==> src/rtl/matrix_memory_2p.sv <==
// ---------------------------------------------------------------------------
// matrix_memory_2p
// Two-port (one write, one read) matrix element store addressed by
// (row, column). Reads are registered with a one-cycle valid strobe and can
// optionally address the transposed matrix. A clear request sweeps every
// entry to zero, one entry per cycle, while busy is high.
//
// Ports
//   clk          clock, all logic on rising edge
//   rst          synchronous reset, active low
//   clear        request a clear sweep (single-cycle pulse)
//   write        write enable
//   write_row    write row index
//   write_col    write column index
//   write_value  write data
//   read         read request
//   read_row     read row index
//   read_col     read column index
//   transpose    1: read element (read_col, read_row) of the stored matrix
//   data         registered read data
//   data_valid   data was loaded by a successful read at the last edge
//   busy         clear sweep in progress
//   addr_err     one-cycle pulse for an out-of-range access
//
// FSM states
//   state   | meaning
//   S_IDLE  | accepting reads/writes, waiting for clear
//   S_CLEAR | zeroing entry cnt_q each cycle, accesses ignored
// ---------------------------------------------------------------------------
module matrix_memory_2p #(
    parameter int ROW    = 2,
    parameter int COLUMN = 2,
    parameter int SIZE   = 8,
    parameter int ROW_W  = 1,
    parameter int COL_W  = 1
) (
    input  logic             clk,
    input  logic             rst,
    input  logic             clear,
    input  logic             write,
    input  logic [ROW_W-1:0] write_row,
    input  logic [COL_W-1:0] write_col,
    input  logic [SIZE-1:0]  write_value,
    input  logic             read,
    input  logic [ROW_W-1:0] read_row,
    input  logic [COL_W-1:0] read_col,
    input  logic             transpose,
    output logic [SIZE-1:0]  data,
    output logic             data_valid,
    output logic             busy,
    output logic             addr_err
);

    localparam int N     = ROW * COLUMN;
    localparam int IDX_W = (N > 1) ? $clog2(N) : 1;

    // Limits sized one bit wider than the index they bound, so a dimension
    // equal to 2**W still compares correctly.
    localparam logic [ROW_W:0] ROW_LIM_R = (ROW_W + 1)'(ROW);
    localparam logic [COL_W:0] COL_LIM_C = (COL_W + 1)'(COLUMN);
    localparam logic [COL_W:0] ROW_LIM_C = (COL_W + 1)'(ROW);
    localparam logic [ROW_W:0] COL_LIM_R = (ROW_W + 1)'(COLUMN);
    localparam logic [IDX_W-1:0] LAST_IDX = IDX_W'(N - 1);

    typedef enum logic {
        S_IDLE  = 1'b0,
        S_CLEAR = 1'b1
    } state_t;

    state_t           state_q;
    logic [IDX_W-1:0] cnt_q;
    logic [SIZE-1:0]  mem_q [N];
    logic [SIZE-1:0]  data_q;
    logic             data_valid_q;
    logic             busy_q;
    logic             addr_err_q;

    logic             accept;
    logic             wr_in;
    logic             rd_in;
    logic             wr_ok;
    logic             rd_ok;
    logic [IDX_W-1:0] wr_idx;
    logic [IDX_W-1:0] rd_idx;
    logic [SIZE-1:0]  data_d;
    logic             addr_err_d;

    function automatic logic [IDX_W-1:0] lin_idx(input int unsigned r,
                                                  input int unsigned c);
        return IDX_W'(r * COLUMN + c);
    endfunction

    always_comb begin
        // A clear request in IDLE takes priority over any access that cycle.
        accept = (state_q == S_IDLE) && !clear;

        wr_in = ({1'b0, write_row} < ROW_LIM_R) && ({1'b0, write_col} < COL_LIM_C);
        if (transpose) begin
            rd_in = ({1'b0, read_col} < ROW_LIM_C) && ({1'b0, read_row} < COL_LIM_R);
        end else begin
            rd_in = ({1'b0, read_row} < ROW_LIM_R) && ({1'b0, read_col} < COL_LIM_C);
        end

        wr_ok = accept && write && wr_in;
        rd_ok = accept && read && rd_in;

        wr_idx = lin_idx(32'(write_row), 32'(write_col));
        if (transpose) begin
            rd_idx = lin_idx(32'(read_col), 32'(read_row));
        end else begin
            rd_idx = lin_idx(32'(read_row), 32'(read_col));
        end

        // Write-first bypass on a same-index collision.
        if (wr_ok && (wr_idx == rd_idx)) begin
            data_d = write_value;
        end else begin
            data_d = mem_q[rd_idx];
        end

        addr_err_d = accept && ((write && !wr_in) || (read && !rd_in));
    end

    always_ff @(posedge clk) begin
        if (!rst) begin
            for (int i = 0; i < N; i++) begin
                mem_q[i] <= '0;
            end
            state_q      <= S_IDLE;
            cnt_q        <= '0;
            data_q       <= '0;
            data_valid_q <= 1'b0;
            busy_q       <= 1'b0;
            addr_err_q   <= 1'b0;
        end else begin
            case (state_q)
                S_IDLE: begin
                    if (clear) begin
                        state_q <= S_CLEAR;
                        busy_q  <= 1'b1;
                        cnt_q   <= '0;
                    end
                end
                S_CLEAR: begin
                    mem_q[cnt_q] <= '0;
                    cnt_q        <= cnt_q + IDX_W'(1);
                    if (cnt_q == LAST_IDX) begin
                        state_q <= S_IDLE;
                        busy_q  <= 1'b0;
                    end
                end
                default: begin
                    state_q <= S_IDLE;
                    busy_q  <= 1'b0;
                end
            endcase

            if (wr_ok) begin
                mem_q[wr_idx] <= write_value;
            end
            if (rd_ok) begin
                data_q <= data_d;
            end
            data_valid_q <= rd_ok;
            addr_err_q   <= addr_err_d;
        end
    end

    assign data       = data_q;
    assign data_valid = data_valid_q;
    assign busy       = busy_q;
    assign addr_err   = addr_err_q;

endmodule

==> config.mk <==
export PLATFORM = sky130hd
export DESIGN_NAME = matrix_memory_2p
export DESIGN_NICKNAME = d
export VERILOG_FILES = /design/src/rtl/matrix_memory_2p.sv
export SDC_FILE = /design/constraint.sdc
export NUM_CORES = 1
export LEC_CHECK = 0
export CAP_MARGIN = 20
export CORE_MARGIN = 3
export CORE_UTILIZATION = 58
export DETAILED_ROUTE_END_ITERATION = 7
export PLACE_DENSITY = 0.85
export SETUP_SLACK_MARGIN = 0.15
export SYNTH_ARGS = -nofsm -noshare
export SYNTH_HDL_FRONTEND = slang
export SYNTH_SLANG_ARGS = --single-unit
export TNS_END_PERCENT = 50
==> constraint.sdc <==
create_clock -name clk -period 3.4 [get_ports clk]
set_input_delay 0.68 -clock clk [delete_from_list [all_inputs] [get_ports clk]]
set_output_delay 0.68 -clock clk [all_outputs]
set_load 0.03 [all_outputs]
### Word level (Yosys, flattened, before mapping)

Memories as Yosys holds them, arrays and structs flattened. A register that Yosys moved wholly into a read port is not among the register bits.
Cells that the tools add are included.

| storage, ports and cells | value |
|---|---|
| memories kept | 1 |
| logic and storage cells | 43 |
| bits in registers | 5 |
| RAM bits | 32 |
| output and inout bits | 11 |
| bits of input ports | 18 |

| operators by class | value |
|---|---|
| muxes and demuxes | 22 |
| equal/unequal tests | 3 |
| add/subtract/negate cells | 4 |
| reduce and logical (&&, ||, !) cells | 8 |
| bitwise gates (word level) | 1 |

Memories:

| memory | depth | bits a word | read ports | clocked after memory_dff | write ports | RTL line | source |
|---|---|---|---|---|---|---|---|
| mem_q | 4 | 8 | 1 | 1 | 4 | 72 | `logic [SIZE-1:0] mem_q [N];` |

Operator list:

| operator | number |
|---|---|
| $mux 8 | 2 |
| $reduce_or 8->1 | 2 |
| $mux 1 | 13 |
| $mux 2 | 4 |
| $add 2x1->2 | 3 |
| $pmux 1 s2 | 2 |
| $pmux 2 s2 | 1 |
| $logic_and 1x1->1 | 3 |
| $add 2x1->2 const B | 1 |
| $eq 2x2->1 const B | 1 |
| $logic_not 1->1 | 2 |
| $ne 2x1->1 const B | 1 |
| $ne 2x2->1 const B | 1 |
| $reduce_and 2->1 | 1 |
| $not 1->1 | 1 |

### Longest topological paths before layout

Gate-level depths: netlist (run 1).

| logic depth | value |
|---|---|
| word-level depth | 8 |
| depth in mapped cells | 7 |
| gate-level depth less buffers | 5 |

### Worst setup path after synthesis (run 1)

No wires, ideal clock.

| path | value |
|---|---|
| path type | in2reg |
| from | input port write_col |
| to | register data_q[0] (netlist: data[0]), read port of mem_q |
| arrival time | 2.085 ns |
| setup slack | 1.219 ns |
| stages on the path | 6 |
| setup time | 0.096 ns |
| data required time | 3.304 ns |
| path buffers | 1 |
| cells stage by stage | nor4b_1 o21ai_1 xnor2_2 or3_1 buf_6 o311ai_2 |

RTL lines:

| element | RTL line | source |
|---|---|---|
| start, declared | 42 | `input logic [COL_W-1:0] write_col,` |
| end, declared | 73 | `logic [SIZE-1:0] data_q;` |

### Worst setup path in the final report (run 1)

| path | value |
|---|---|
| from | input port clear |
| to | register data_q[0] (netlist: data[0]), read port of mem_q |

| between the ends | value |
|---|---|
| word-level cells in the longest chain between the ends | 3 |

RTL lines:

| element | RTL line | source |
|---|---|---|
| start, declared | 39 | `input logic clear,` |
| $logic_not 1->1 | 95 | `accept = (state_q == S_IDLE) && !clear;` |
| $logic_and 1x1->1 | 95 |  |
| $logic_and 1x1->1 | 105 | `rd_ok = accept && read && rd_in;` |

Every way passes these cells.
A chain may end at the register's enable or synchronous reset.

==> results of run 1 <==
## metal layers
metal  routed length [microns]  track usage [%]  share of wire [%]
met2                      2150             36.6                 50
met4                        83             9.14                1.9
met3                       228             6.24                5.3
met5                         0                0                  0
met1                      1810             26.3                 42
## cells in the mapped netlist, types with 2 or more instances
master / count
o311ai_2: 8
nor2b_1: 7
dfxtp_1: 13
o311ai_1: 2
o311ai_0: 6
clkbuf_1: 2
mux4_1: 8
o21a_1: 2
nand3_1: 2
a21oi_1: 3
nor3b_1: 2
nor4b_1: 2
nor2_1: 26
inv_1: 8
nand2_1: 25
edfxtp_1: 32
## state kept, by name (all words and copies together) (netlist names)
name and cells:
busy 1, cnt_q 2, data 8, data_valid 1, mem_q 32, state_q 1
## power by group
| group | internal, mW | switching (mW) |
|---|---|---|
| logic | 0.0671 | 0.0864 |
| clock network | 0.0822 | 0.186 |
| registers | 0.616 | 0.0105 |
## cells in the final DEF, fill, tap and decap left out, types with 2 or more instances in the layout
master	count
clkdlybuf4s50_1	27
nor3b_1	2
a21oi_1	3
o21a_1	2
nor4b_1	2
clkinv_4	2
o311ai_2	8
clkbuf_4	5
edfxtp_1	32
nand2_1	25
nor2_1	26
dfxtp_1	13
o311ai_1	2
buf_4	3
inv_1	8
nor2b_1	7
mux4_1	8
nand3_1	2
o311ai_0	6
## cell type report
cell class / count / share of cell area, %
sequential: 45 / 48.8
inverter: 9 / 1.35
clock buffer: 5 / 1.50
multi-input combinational: 105 / 33.4
clock inverter: 3 / 0.901
timing repair buffer: 30 / 11.7
tap: 46 / 2.30
## cells by family after synthesis
family / after synthesis
AO/OA/AOI/OAI: 24
other: 1
flip-flops: 45
adder cells (fa/ha/maj): 1
multiplexers: 10
buffers and inverters: 14
XOR/XNOR: 2
AND/OR/NAND/NOR: 67
## metrics by stage
stage          std cells  hold WS [ns]  setup slack, ns
6_report             243         0.488            0.791
5_1_grt              243         0.517            0.711
4_1_cts              243         0.488            0.808
3_5_place_dp         235         0.457            0.403
3_3_place_gp         235         0.453            0.546
2_1_floorplan        164         0.509             1.22
## critical path, cell delays in order
cell and delay, ns:
clkdlybuf4s50_1 0.50, nor4b_1 0.40, o21ai_1 0.18, xnor2_2 0.25, or3_1 0.57, o311ai_2 0.30
## worst min-delay path by stage
| stage | startpoint | endpoint | slack (ns) | depth (start not counted) |
|---|---|---|---|---|
| global route | data[4] | data[4] | 0.52 | 2 |
| detailed placement | data[4] | data[4] | 0.46 | 2 |
| CTS | data[4] | data[4] | 0.49 | 2 |
| global placement | data[4] | data[4] | 0.45 | 2 |
| finish | data[4] | data[4] | 0.49 | 2 |
| floorplan | cnt_q[0] | cnt_q[0] | 0.51 | 2 |
==> results.md, run 1 <==
## Clocking
• **clock latency of the later-clocked register in the worst-skew pair** 0.36 ns
• **CTS Buf Count** 5
• **clock buffer depth** 2
• **TritonCTS clock tree** built
• **Post-CTS Resized** 0
• **Clock transition at path regs** 0.15 ns
• **count of H-tree levels built during CTS** 2
• **clk sink count** 45
• **Post-CTS Hold Buffers** 0
• **setup bufs post-CTS** 0
• **root buffer cell** clkbuf_4

## Worst setup path
• **critical path required time** 3.68 ns
• **capturing element type of the critical path** flip-flop
• **largest driver fanout on the critical path** 9
• **arrival time at the worst endpoint** 2.89 ns
• **critical path start-end classification** in -> reg
• **CP startpoint kind** primary input
• **launch point of the worst reg-to-reg path** state_q
• **Worst Setup SP** clear
• **Worst R2R Path Depth** 5
• **critical path endpoint** data[0]
• **worst r2r dst** data[0]
• **setup slack, reg-to-reg** 1.12 ns

## Synthesis
• **area fraction of the dominant cell type after synthesis** 45.3%
• **syn_area_per_cell** 12.9 sq um
• **mux cell area share after synthesis** 11.6%
• **share of the yosys chip area belonging to registers** 57.6%
• **fraction of registers with async set/reset** 0%
• **dominant combinational cell family by area after synthesis** simple AND/OR/NAND/NOR gates
• **top cells by area, synth** edfxtp_1 45%, dfxtp_1 12%, mux4_1 9.9%
• **area of the mapped netlist** 0.00212 sq mm
• **dominant synthesized flop cell** edfxtp_1
• **number of standard cells after synthesis** 164
• **number of synthesized flops with an enable pin** 32
• **dominant cell type by area after synthesis** edfxtp_1
• **share of the synthesized netlist area taken by xor and xnor gates** 1.18%
• **number of synthesis warnings** 0
• **adder-cell share of the synthesized area** 0.590%
• **number of distinct library cells after synthesis** 32
• **synthesized-area fraction occupied by and/or/nand/nor cells** 14.0%
• **register bit count reported by yosys** 45
• **net count after synthesis** 183
• **compound-cell area share of the yosys netlist** 11.7%

## Placement
• **HPWL after detailed placement** 3130 microns
• **dpl cell area** 0.00244 sq mm
• **number of port buffers** 27
• **routability cong.** 0.785

## Die
• **die width** 66.5 microns
• **y dimension of the die** 66.5 microns
• **total I/O pin count** 29
• **effective utilization at floorplan** 62.1%
• **floorplan row count** 21
• **die area** 0.00442 sq mm
• **core box area** 0.00342 sq mm

## Timing
• **Max Clock Freq** 0.383 GHz
• **total count of max-transition violations in the final report** 0
• **final setup violation count** 0
• **worst slew margin relative to its limit** 42.2%
• **final cycle utilization of the critical path** 76.7%
• **RSZ-0062 raised after global routing** false
• **final critical-path required period** 2.61 ns
• **TNS Setup** 0 ns
• **maximum clock skew at final layout** 0.0126 ns
• **final-report hold violation count** 0
• **Least-Margin Pin Slew** 0.859 ns

## Final layout
• **synthesis-to-layout area growth** 17.9%
• **area taken by multi-input logic gates** 835 sq um
• **layout cells sized above 1** 11.7%
• **fillers** 236
• **Nets** 215
• **flip-flop and latch area** 0.00122 sq mm
• **final cell area excluding filler cells** 0.00250 sq mm
• **count of antenna diodes in the layout** 0
• **final core area utilization** 73.2%

## Route
• **number of DRC markers after the initial detailed-route iteration** 123
• **residual antenna-violating net count after detailed routing** 0
• **remaining design rule violation count** 0
• **post-DR wirelength/cell** 17.6 microns
• **vias per cell** 5.88
• **routed wire length** 4270 microns
• **routed via count** 1,429
• **Initial DRT Pass Iterations** 4

## Flow run
• **max-cap check violation count** 0

## GRT
• **aggregate global-route resource usage** 21.8%
• **vias in the first global route** 1,425
• **maximum number of pins on one net before global-route repair** 17
• **total overflow reported by the global router** 0
• **wire length of the first global-routing pass** 6800 microns
• **antenna violations before repair** 0

## Pwr
• **overall power consumption** 1.05 mW
• **maximum vdd drop** 0.332 mV
• **Lkg Pwr** 0.938 nW
• **Cell Pwr Density** 419 mW/mm^2

## Min path
• **class of the tightest hold or removal check** reg -> reg

## Status
• **run status** finished, final reports clean

Note: power is estimated with default switching activity, not from simulation.
==> run 2, diff against run 1 <==
--- a/config.mk
+++ b/config.mk
@@ -7,9 +7,9 @@
 export LEC_CHECK = 0
 export CAP_MARGIN = 20
 export CORE_MARGIN = 3
-export CORE_UTILIZATION = 58
+export CORE_UTILIZATION = 49
 export DETAILED_ROUTE_END_ITERATION = 7
-export PLACE_DENSITY = 0.85
+export PLACE_DENSITY = 0.76
 export SETUP_SLACK_MARGIN = 0.15
 export SYNTH_ARGS = -nofsm -noshare
 export SYNTH_HDL_FRONTEND = slang
==> constraint.sdc (replaced) <==
create_clock -name clk -period 2.3 [get_ports clk]
set_input_delay 0.46 -clock clk [delete_from_list [all_inputs] [get_ports clk]]
set_output_delay 0.46 -clock clk [all_outputs]
set_load 0.03 [all_outputs]
==> run 2 against run 1 <==
  * Flip-flop and latch count unchanged
  * Sequential share of layout area decreased by 4.8 points
  * Utilization decreased by 5.3 points
  * Global-route usage decreased by 2.5 points
  * First-iteration DRC count decreased by 17%
  * Via count increased by 6.7%
  * Worst hold slack improved by 0.0061 ns
  * Wire length increased by 7.7%
  * Critical path depth increased by 2
  * Critical path type unchanged
  * Largest power group unchanged
==> results.md, run 2 (synthesis results as in run 1) <==
## Die
• **die area** 0.00515 sq mm, +17%
• **die width** 71.8 microns, +8.0%
• **core box area** 0.00409 sq mm, +20%
• **y dimension of the die** 71.8 microns, +8.0%
• **total I/O pin count** 29, unchanged
• **floorplan row count** 23, +9.5%
• **effective utilization at floorplan** 51.9%, -10 points

## Pwr
• **maximum vdd drop** 0.396 mV, +19%
• **Lkg Pwr** 1.10 nW, +17%
• **Cell Pwr Density** 620 mW/mm^2, +48%
• **overall power consumption** 1.72 mW, +64%

## Min path
• **class of the tightest hold or removal check** reg -> reg

## Timing
• **final cycle utilization of the critical path** 90.0%
• **total count of max-transition violations in the final report** 0, unchanged
• **maximum clock skew at final layout** 0.0110 ns, -0.00160 ns
• **final-report hold violation count** 0, unchanged
• **worst slew margin relative to its limit** 58.8%, +17 points
• **Worst Hold Slack** 0.494 ns, +0.00609 ns
• **Least-Margin Pin Slew** 0.617 ns, -0.242 ns
• **Max Clock Freq** 0.483 GHz
• **final setup violation count** 0, unchanged
• **RSZ-0062 raised after global routing** true
• **final critical-path required period** 2.07 ns

## Final layout
• **Nets** 240, +12%
• **most common cell after layout, fill and taps aside** edfxtp_1
• **synthesis-to-layout area growth** 30.7%
• **final core area utilization** 67.9%, -5.3 points
• **count of antenna diodes in the layout** 0, unchanged
• **register name with the most flops** mem_q
• **layout cells sized above 1** 22.5%, +11 points
• **commonest non-fill, non-tap cells in the layout** 32 x edfxtp_1, 27 x buf_4, 26 x nor2_1
• **Largest register FFs** 32, unchanged
• **final cell area excluding filler cells** 0.00277 sq mm, +11%

## Route
• **routed via count** 1,525, +6.7%
• **vias per cell** 5.61, -4.7%
• **post-DR wirelength/cell** 16.9 microns, -3.8%
• **routed wire length** 4600 microns, +7.7%
• **number of DRC markers after the initial detailed-route iteration** 102, -17%
• **remaining design rule violation count** 0, unchanged
• **residual antenna-violating net count after detailed routing** 0, unchanged
• **Initial DRT Pass Iterations** 4, unchanged

## Clocking
• **clock latency of the later-clocked register in the worst-skew pair** 0.31 ns, -0.05 ns
• **clk sink count** 45, unchanged
• **CTS Buf Count** 5, unchanged
• **clock buffer depth** 2, unchanged
• **TritonCTS clock tree** built
• **count of H-tree levels built during CTS** 2, unchanged
• **root buffer cell** clkbuf_8
• **Clock transition at path regs** 0.09 ns, -0.06 ns

## Placement
• **dpl cell area** 0.00265 sq mm, +8.4%
• **number of port buffers** 27, unchanged
• **HPWL after detailed placement** 3540 microns, +13%
• **routability cong.** 0.946, +20%

## Worst setup path
• **critical path start-end classification** in -> reg
• **cell with the largest stage delay on the worst path** clkdlybuf4s50_1
• **CP startpoint kind** primary input
• **crit-path most repeated cell** buf_4
• **number of buffer and inverter stages on the critical path** 3, +2
• **critical path required time** 2.47 ns, -1.21 ns
• **Max stage delay on crit path** 0.43 ns, -0.14 ns
• **largest driver fanout on the critical path** 8, -1
• **crit path cell chain** clkdlybuf4s50_1 > buf_4 > nor4b_2 > o21a_1 > xor2_1 > buf_4 > o311ai_1 > o311ai_2
• **arrival time at the worst endpoint** 2.24 ns, -0.65 ns
• **capturing element type of the critical path** flip-flop
• **Top delay family on crit path** buffers and inverters

## GRT
• **aggregate global-route resource usage** 19.3%, -2.5 points
• **wire length of the first global-routing pass** 7490 microns, +10%
• **vias in the first global route** 1,548, +8.6%
• **antenna violations before repair** 0, unchanged
• **total overflow reported by the global router** 0, unchanged
• **maximum number of pins on one net before global-route repair** 15, -2

## Flow run
• **max-cap check violation count** 0, unchanged

## Status
• **run status** finished, final reports clean

[run 2: cell types whose count changed in the layout (fill, tap and decap cells not counted), sizes merged]
| cell | change |
|---|---|
| clkinv | -1 |
| clkbuf | +1 |
| dlymetal6s2s | +1 |
| buf | +25 |
| dlygate4sd2 | +1 |
| clkdlybuf4s50 | -2 |
[run 2: cell type report]
| type | count | area, sq um |
|---|---|---|
| inverters | 9 | 33.8 |
| fillers | 289 | 1310 |
| multi-input cells | 105 | 865 |
| clock buffers | 6 | 82.6 |
| well taps | 50 | 62.6 |
| repair buffers | 55 | 494 |
| clock inverters | 2 | 13.8 |
| flip-flops and latches | 45 | 1220 |
[run 2: final timing paths]
kind	from	endpoint	slack [ns]	cells after the start
max	write	data[6]	0.23	8
min reg2reg	data[3]	data[3]	0.49	2
min	data[3]	data[3]	0.49	2
max reg2reg	state_q	data[6]	0.39	7
[run 2: routing by layer]
layer | GRT usage, % | vias to the layer above | part of all wire (%)
li1 | - | 728 | -
met3 | 7.01 | 8 | 5.3
met1 | 24.4 | 756 | 46
met4 | 5.64 | 0 | 1.5
met2 | 31.2 | 33 | 48
met5 | 0 | - | 0
[run 2: per-stage QoR]
stage,setup WS [ns],instances,TNS (ns)
2_1_floorplan,0.339,164,0
3_3_place_gp,-0.194,264,-1.30
3_5_place_dp,-0.323,264,-2.46
4_1_cts,0.151,272,0
5_1_grt,0.134,272,0
6_report,0.229,272,0
[run 2: what timing repair did]
action / CTS / global route
resized for setup: 4 / 9
pin swaps: 1 / 1
endpoints found under the setup margin: 8 / 8
setup buffers: 0 / 0
hold buffers: 0 / 0
hold endpoints to repair: 0 / 0
[run 2: power breakdown]
group          leakage, nW  internal (mW)  switching (mW)  total (mW)
clock               0.0512          0.244           0.272       0.516
sequential           0.438          0.911          0.0161       0.927
combinational        0.609          0.134           0.143       0.277
[run 2: tightest hold or removal path: cells and delay by family (launching register included)]
family,cells,cell delay [ns]
DFF,1,0.34
AOI/OAI and AO/OA,1,0.06
and+or+nand+nor,1,0.07
